File: src/rtl/spi_master_ctrl_if.sv
// rtl/spi_master_ctrl_if.sv - host, register-file and SPI pin bundle for spi_master_ctrl
interface spi_master_ctrl_if #(
   parameter int N = 5
) ();
   logic          ctrl_wr;
   logic [31:0]   ctrl_wdata;
   logic [31:0]   ctrl_rdata;
   logic [31:0]   rd_data;
   logic          hold_ctrl;
   logic [N:0]    addr2;
   logic          wr2;
   logic [7:0]    in2;
   logic          sclk;
   logic          mosi;
   logic          miso;
   logic          cs_n;

   modport master (
      input  ctrl_wr, ctrl_wdata, rd_data, miso,
      output ctrl_rdata, hold_ctrl, addr2, wr2, in2, sclk, mosi, cs_n
   );

   modport slave (
      output ctrl_wr, ctrl_wdata, rd_data, miso,
      input  ctrl_rdata, hold_ctrl, addr2, wr2, in2, sclk, mosi, cs_n
   );
endinterface

File: src/rtl/spi_master_ctrl.sv
// rtl/spi_master_ctrl.sv - SPI mode-0 master that streams register-file entries out and writes replies back
module spi_master_ctrl #(
   parameter int N   = 5,
   parameter int DIV = 2
) (
   input  logic              clk,
   input  logic              rst,
   spi_master_ctrl_if.master bus
);
   localparam int          CW   = (DIV > 1) ? $clog2(DIV) : 1;
   localparam logic [7:0]  NMAX = 8'(N);

   typedef enum logic [2:0] {S_IDLE, S_LOAD, S_SHIFT, S_STORE, S_DONE} state_t;

   state_t        state_q, state_d;
   logic          send_q, send_d;
   logic          cs_ctrl_q, cs_ctrl_d;
   logic          all1_q, all1_d;
   logic          all0_q, all0_d;
   logic [7:0]    n_tx_end_q, n_tx_end_d;
   logic [7:0]    n_rx_end_q, n_rx_end_d;
   logic [N:0]    idx_q, idx_d;
   logic [7:0]    tx_q, tx_d;
   logic [7:0]    rx_q, rx_d;
   logic          sclk_q, sclk_d;
   logic [CW-1:0] div_q, div_d;
   logic [2:0]    bit_q, bit_d;
   logic          busy;
   logic          unused_bits;

   assign busy        = (state_q != S_IDLE);
   assign unused_bits = ^{bus.ctrl_wdata[31:24], bus.ctrl_wdata[7:4], bus.rd_data[31:8]};

   always_ff @(posedge clk) begin
      if (rst) begin
         state_q    <= S_IDLE;
         send_q     <= 1'b0;
         cs_ctrl_q  <= 1'b0;
         all1_q     <= 1'b0;
         all0_q     <= 1'b0;
         n_tx_end_q <= 8'd0;
         n_rx_end_q <= 8'd0;
         idx_q      <= '0;
         tx_q       <= 8'd0;
         rx_q       <= 8'd0;
         sclk_q     <= 1'b0;
         div_q      <= '0;
         bit_q      <= 3'd0;
      end else begin
         state_q    <= state_d;
         send_q     <= send_d;
         cs_ctrl_q  <= cs_ctrl_d;
         all1_q     <= all1_d;
         all0_q     <= all0_d;
         n_tx_end_q <= n_tx_end_d;
         n_rx_end_q <= n_rx_end_d;
         idx_q      <= idx_d;
         tx_q       <= tx_d;
         rx_q       <= rx_d;
         sclk_q     <= sclk_d;
         div_q      <= div_d;
         bit_q      <= bit_d;
      end
   end

   always_comb begin
      state_d    = state_q;
      send_d     = send_q;
      cs_ctrl_d  = cs_ctrl_q;
      all1_d     = all1_q;
      all0_d     = all0_q;
      n_tx_end_d = n_tx_end_q;
      n_rx_end_d = n_rx_end_q;
      idx_d      = idx_q;
      tx_d       = tx_q;
      rx_d       = rx_q;
      sclk_d     = sclk_q;
      div_d      = div_q;
      bit_d      = bit_q;

      // Host writes land only while idle; a transfer in flight is never disturbed.
      if (bus.ctrl_wr && !busy) begin
         send_d     = bus.ctrl_wdata[0];
         cs_ctrl_d  = bus.ctrl_wdata[1];
         all1_d     = bus.ctrl_wdata[2];
         all0_d     = bus.ctrl_wdata[3];
         n_tx_end_d = (bus.ctrl_wdata[15:8] > NMAX) ? NMAX : bus.ctrl_wdata[15:8];
      end

      unique case (state_q)
         S_IDLE: begin
            if (send_q) begin
               n_rx_end_d = 8'd0;
               idx_d      = '0;
               state_d    = S_LOAD;
            end
         end
         S_LOAD: begin
            tx_d    = all1_q ? 8'hFF : (all0_q ? 8'h00 : bus.rd_data[7:0]);
            div_d   = '0;
            bit_d   = 3'd0;
            sclk_d  = 1'b0;
            state_d = S_SHIFT;
         end
         S_SHIFT: begin
            if (div_q == CW'(DIV - 1)) begin
               div_d = '0;
               if (!sclk_q) begin
                  sclk_d = 1'b1;
                  rx_d   = {rx_q[6:0], bus.miso};
               end else begin
                  sclk_d = 1'b0;
                  tx_d   = {tx_q[6:0], 1'b0};
                  if (bit_q == 3'd7) begin
                     state_d = S_STORE;
                  end else begin
                     bit_d = bit_q + 3'd1;
                  end
               end
            end else begin
               div_d = div_q + CW'(1);
            end
         end
         S_STORE: begin
            n_rx_end_d = n_rx_end_q + 8'd1;
            if (idx_q == n_tx_end_q[N:0]) begin
               state_d = S_DONE;
            end else begin
               idx_d   = idx_q + 1'b1;
               state_d = S_LOAD;
            end
         end
         S_DONE: begin
            send_d  = 1'b0;
            state_d = S_IDLE;
         end
         default: state_d = S_IDLE;
      endcase
   end

   assign bus.hold_ctrl  = (state_q == S_LOAD) || (state_q == S_SHIFT) || (state_q == S_STORE);
   assign bus.wr2        = (state_q == S_STORE);
   assign bus.addr2      = idx_q;
   assign bus.in2        = rx_q;
   assign bus.sclk       = sclk_q;
   assign bus.mosi       = tx_q[7];
   // CS stays asserted through DONE so it only releases after the whole burst.
   assign bus.cs_n       = (state_q == S_IDLE) ? ~cs_ctrl_q : 1'b0;
   assign bus.ctrl_rdata = {8'd0, n_rx_end_q, n_tx_end_q, 3'd0, busy, all0_q, all1_q, cs_ctrl_q, send_q};
endmodule

File: src/flat_wrapper.sv
// flat-port wrapper written by rule: the top's interface ports become plain ports
module spi_master_ctrl_flat 
#(
   parameter int N   = 5,
   parameter int DIV = 2
)
  (clk, rst, bus_ctrl_wr, bus_ctrl_wdata, bus_rd_data, bus_miso, bus_ctrl_rdata, bus_hold_ctrl, bus_addr2, bus_wr2, bus_in2, bus_sclk, bus_mosi, bus_cs_n);
  spi_master_ctrl_if #(.N(N)) bus_i ();
  input  logic clk;
  input  logic rst;
  input wire logic [$bits(bus_i.ctrl_wr)-1:0] bus_ctrl_wr;
  input wire logic [$bits(bus_i.ctrl_wdata)-1:0] bus_ctrl_wdata;
  input wire logic [$bits(bus_i.rd_data)-1:0] bus_rd_data;
  input wire logic [$bits(bus_i.miso)-1:0] bus_miso;
  output wire logic [$bits(bus_i.ctrl_rdata)-1:0] bus_ctrl_rdata;
  output wire logic [$bits(bus_i.hold_ctrl)-1:0] bus_hold_ctrl;
  output wire logic [$bits(bus_i.addr2)-1:0] bus_addr2;
  output wire logic [$bits(bus_i.wr2)-1:0] bus_wr2;
  output wire logic [$bits(bus_i.in2)-1:0] bus_in2;
  output wire logic [$bits(bus_i.sclk)-1:0] bus_sclk;
  output wire logic [$bits(bus_i.mosi)-1:0] bus_mosi;
  output wire logic [$bits(bus_i.cs_n)-1:0] bus_cs_n;
  assign bus_i.ctrl_wr = bus_ctrl_wr;
  assign bus_i.ctrl_wdata = bus_ctrl_wdata;
  assign bus_i.rd_data = bus_rd_data;
  assign bus_i.miso = bus_miso;
  assign bus_ctrl_rdata = bus_i.ctrl_rdata;
  assign bus_hold_ctrl = bus_i.hold_ctrl;
  assign bus_addr2 = bus_i.addr2;
  assign bus_wr2 = bus_i.wr2;
  assign bus_in2 = bus_i.in2;
  assign bus_sclk = bus_i.sclk;
  assign bus_mosi = bus_i.mosi;
  assign bus_cs_n = bus_i.cs_n;
  spi_master_ctrl #(.N(N), .DIV(DIV)) u_core (.clk(clk), .rst(rst), .bus(bus_i));
endmodule
File: config.mk
export PLATFORM = sky130hd
export DESIGN_NAME = spi_master_ctrl_flat
export DESIGN_NICKNAME = d
export VERILOG_FILES = /design/src/rtl/spi_master_ctrl_if.sv /design/src/rtl/spi_master_ctrl.sv /design/src/flat_wrapper.sv
export SDC_FILE = /design/constraint.sdc
export NUM_CORES = 1
export LEC_CHECK = 0
export BUFFER_PORTS_ARGS = -buffer_cell sky130_fd_sc_hd__buf_2
export CAP_MARGIN = 20
export CORE_UTILIZATION = 40
export DETAILED_ROUTE_END_ITERATION = 7
export GPL_TIMING_DRIVEN = 1
export PLACE_DENSITY = 0.71
export SETUP_SLACK_MARGIN = 0.1
export SYNTH_ARGS = -nofsm -noshare
export SYNTH_HDL_FRONTEND = slang
export SYNTH_SLANG_ARGS = --single-unit
File: constraint.sdc
create_clock -name clk -period 2.5 [get_ports clk]
set_input_delay 0.25 -clock clk [delete_from_list [all_inputs] [get_ports clk]]
set_output_delay 0.25 -clock clk [all_outputs]
set_load 0.02 [all_outputs]
==> metrics <==
I/O Buffers 63; hold slack final 176 ps; Pleak 1.35 nW; hold buffer count at cts 0; via/cell ratio 5.05; worst min path class in2reg; Final nets 418; antenna viol nets, final 0; Slew headroom 64.3%; Worst Setup End Kind flip-flop; dpl ws 482 ps; Vias 2116; status finished, final reports clean; number of flops mapped to enable cells by yosys 0; Detailed Place HPWL 3.39 mm; Worst-path clk slew 90 ps; root buffer cell clkbuf_8; Synth Cell Area 0.00238 mm^2; Final Max Tran Viols 0; clock tree sinks 50; RePlAce Congestion 0.789; Die X-Extent 79.2 um; io pins 119; fill cell count 578; crit-path max FO 15; Power Dens Cells 559 mW/mm^2; Remaining DRCs 0; drt total wl 4.68 mm; Diodes inserted 0; max-cap violation count 0; min Tclk post-route 2020 ps; first-pass GRT wire length 8.14 mm; CTS Buffer Depth 2; setup_tns 0 ps; RSZ-0062 raised after global routing no; area post-placement 0.00269 mm^2; Hold Vio Cnt, Final 0; Die H 79.2 um; Avg Inst Size Synth 8.20 um^2; Arr. time, crit path 2210 ps; drt wl/cell 11.2 um; VDD IR max 0.300 mV; Yosys cell types 41; Post-Syn Instances 291; Initial Utilization 42.3%; layout cells sized above 1 24.2%; transition time of the tightest slew-check pin 531 ps; FP Rows 27; total number of yosys warnings 0; H-tree depth reported by CTS 2; remaining global-route overflow 0; initial antenna violation count 0; CTS tree yes; post-CTS sizing 0; #FFs+latches synth 50; register area share after synthesis 42.0%; Core Area 0.00564 mm^2; crit start category flip-flop; Clk Latency, worst-skew pair 300 ps; worst setup margin 475 ps; end-of-flow core utilization 49.4%; post-synthesis async set-or-reset flop share 0%; vias in the first global route 1867; P&R area growth vs syn 16.8%; clk_skew 6.67 ps; TritonCTS Buffers 5; largest net degree at the start of global routing 39; final setup fails 0; Crit Path Category reg2reg; Final Instance Area 0.00279 mm^2; drt initial violations 62; Tot GR Track Use 16.2%; postcts setup bufs 0; Fmax achieved 494 MHz; Data required, critical path 2680 ps; commonest non-fill, non-tap cell in the layout buf_2; first drt pass iteration count 4; most frequent cells in the layout buf_2 (63), dfxtp_1 (50), nor2_1 (49); ys flop type dfxtp_1; Final Cycle Share 81.0%; die area 0.00628 mm^2
==> per-stage QoR <==
step,total power [mW],cells
after detailed placement,1.08,411
after CTS,1.59,419
final,1.56,419
after global routing,1.65,419
after global placement,1.08,411
after floorplan,1.04,301
==> sequential cells by signal (all words and copies together) (netlist names), 3 cells and up <==
| name | cells |
|---|---|
| u_core.bus.in2 | 8 |
| u_core.n_rx_end_q | 8 |
| u_core.state_q | 3 |
| u_core.bus.addr2 | 6 |
| u_core.tx_q | 8 |
| u_core.bit_q | 3 |
| u_core.n_tx_end_q | 8 |
==> cells in the mapped netlist (3+ instances only) <==
cell type | instances | share of area [%]
dfxtp_1 | 50 | 42
o21ai_0 | 6 | 1.3
clkbuf_1 | 9 | 1.4
and2_1 | 8 | 2.1
nand3b_1 | 4 | 1.3
or3_1 | 5 | 1.3
buf_2 | 4 | 0.84
nor3_1 | 9 | 1.9
xor2_1 | 6 | 2.2
a21oi_1 | 36 | 7.6
and3_1 | 3 | 0.79
nand2b_1 | 5 | 1.3
inv_1 | 5 | 0.79
a31o_2 | 3 | 1.1
a211oi_1 | 8 | 2.5
nand2_1 | 18 | 2.8
mux2i_1 | 10 | 4.2
nor2_1 | 49 | 7.7
ha_1 | 4 | 2.1
buf_4 | 16 | 5.0
nand3_1 | 7 | 1.5
==> power breakdown <==
part / switching (mW) / leakage, nW / internal (mW)
Clock: 0.268 / 0.0478 / 0.228
Sequential: 0.0273 / 0.405 / 0.817
Combinational: 0.139 / 0.898 / 0.0776
Total: 0.434 / 1.35 / 1.12
==> critical path, cell delays in order, from the launching register on <==
cell	delay (ps)
dfxtp_1	620
or3b_1	410
or3b_1	590
mux2i_1	220
nor2_1	60
==> worst paths after layout <==
kind                                                      from                              to  slack [ps]  depth (start not counted)
worst max-delay path            u_core.state_q[1]$_SDFFE_PP0P_  u_core.bus.in2[4]$_SDFFE_PP0P_         480                          4
worst min-delay path                         bus_ctrl_wdata[1]   u_core.cs_ctrl_q$_SDFFE_PP0P_         180                          3
worst max register to register  u_core.state_q[1]$_SDFFE_PP0P_  u_core.bus.in2[4]$_SDFFE_PP0P_         480                          4
worst min register to register    u_core.bit_q[2]$_SDFFE_PP0P_    u_core.bit_q[2]$_SDFFE_PP0P_         470                          2
==> cells by family (layout without fill, tap and decap cells) <==
logic type	count (synthesis)	in the layout	share of synthesized area (%)
AOI/OAI and AO/OA	62	62	15.3
xor gates and xnor gates	7	7	2.57
adders and majority gates	4	4	2.10
buffers and inverters	36	82	8.39
DFF	50	50	42.0
muxes	12	12	5.14
other	1	11	0.157
and+or+nand+nor	119	119	24.4
==> layout make-up <==
class / instances / area [um^2] / area share [%]
Inverter: 6 / 22.5 / 0.808
Clock inverter: 2 / 16.3 / 0.584
Multi-Input combinational cell: 215 / 1220 / 43.8
Timing Repair Buffer: 68 / 353 / 12.7
Tap cell: 72 / 90.1 / 3.23
Sequential cell: 50 / 1000 / 35.9
Clock buffer: 6 / 82.6 / 2.96
==> metal layers <==
| metal | up-vias | GRT usage [%] | part of all wire (%) |
|---|---|---|---|
| li1 | 1084 | - | - |
| met1 | 959 | 19.8 | 46 |
| met2 | 63 | 28.0 | 47 |
| met3 | 10 | 3.56 | 5.1 |
| met4 | 0 | 5.45 | 1.2 |
| met5 | - | 0 | 0 |
Power figures use the tool's default switching activity.
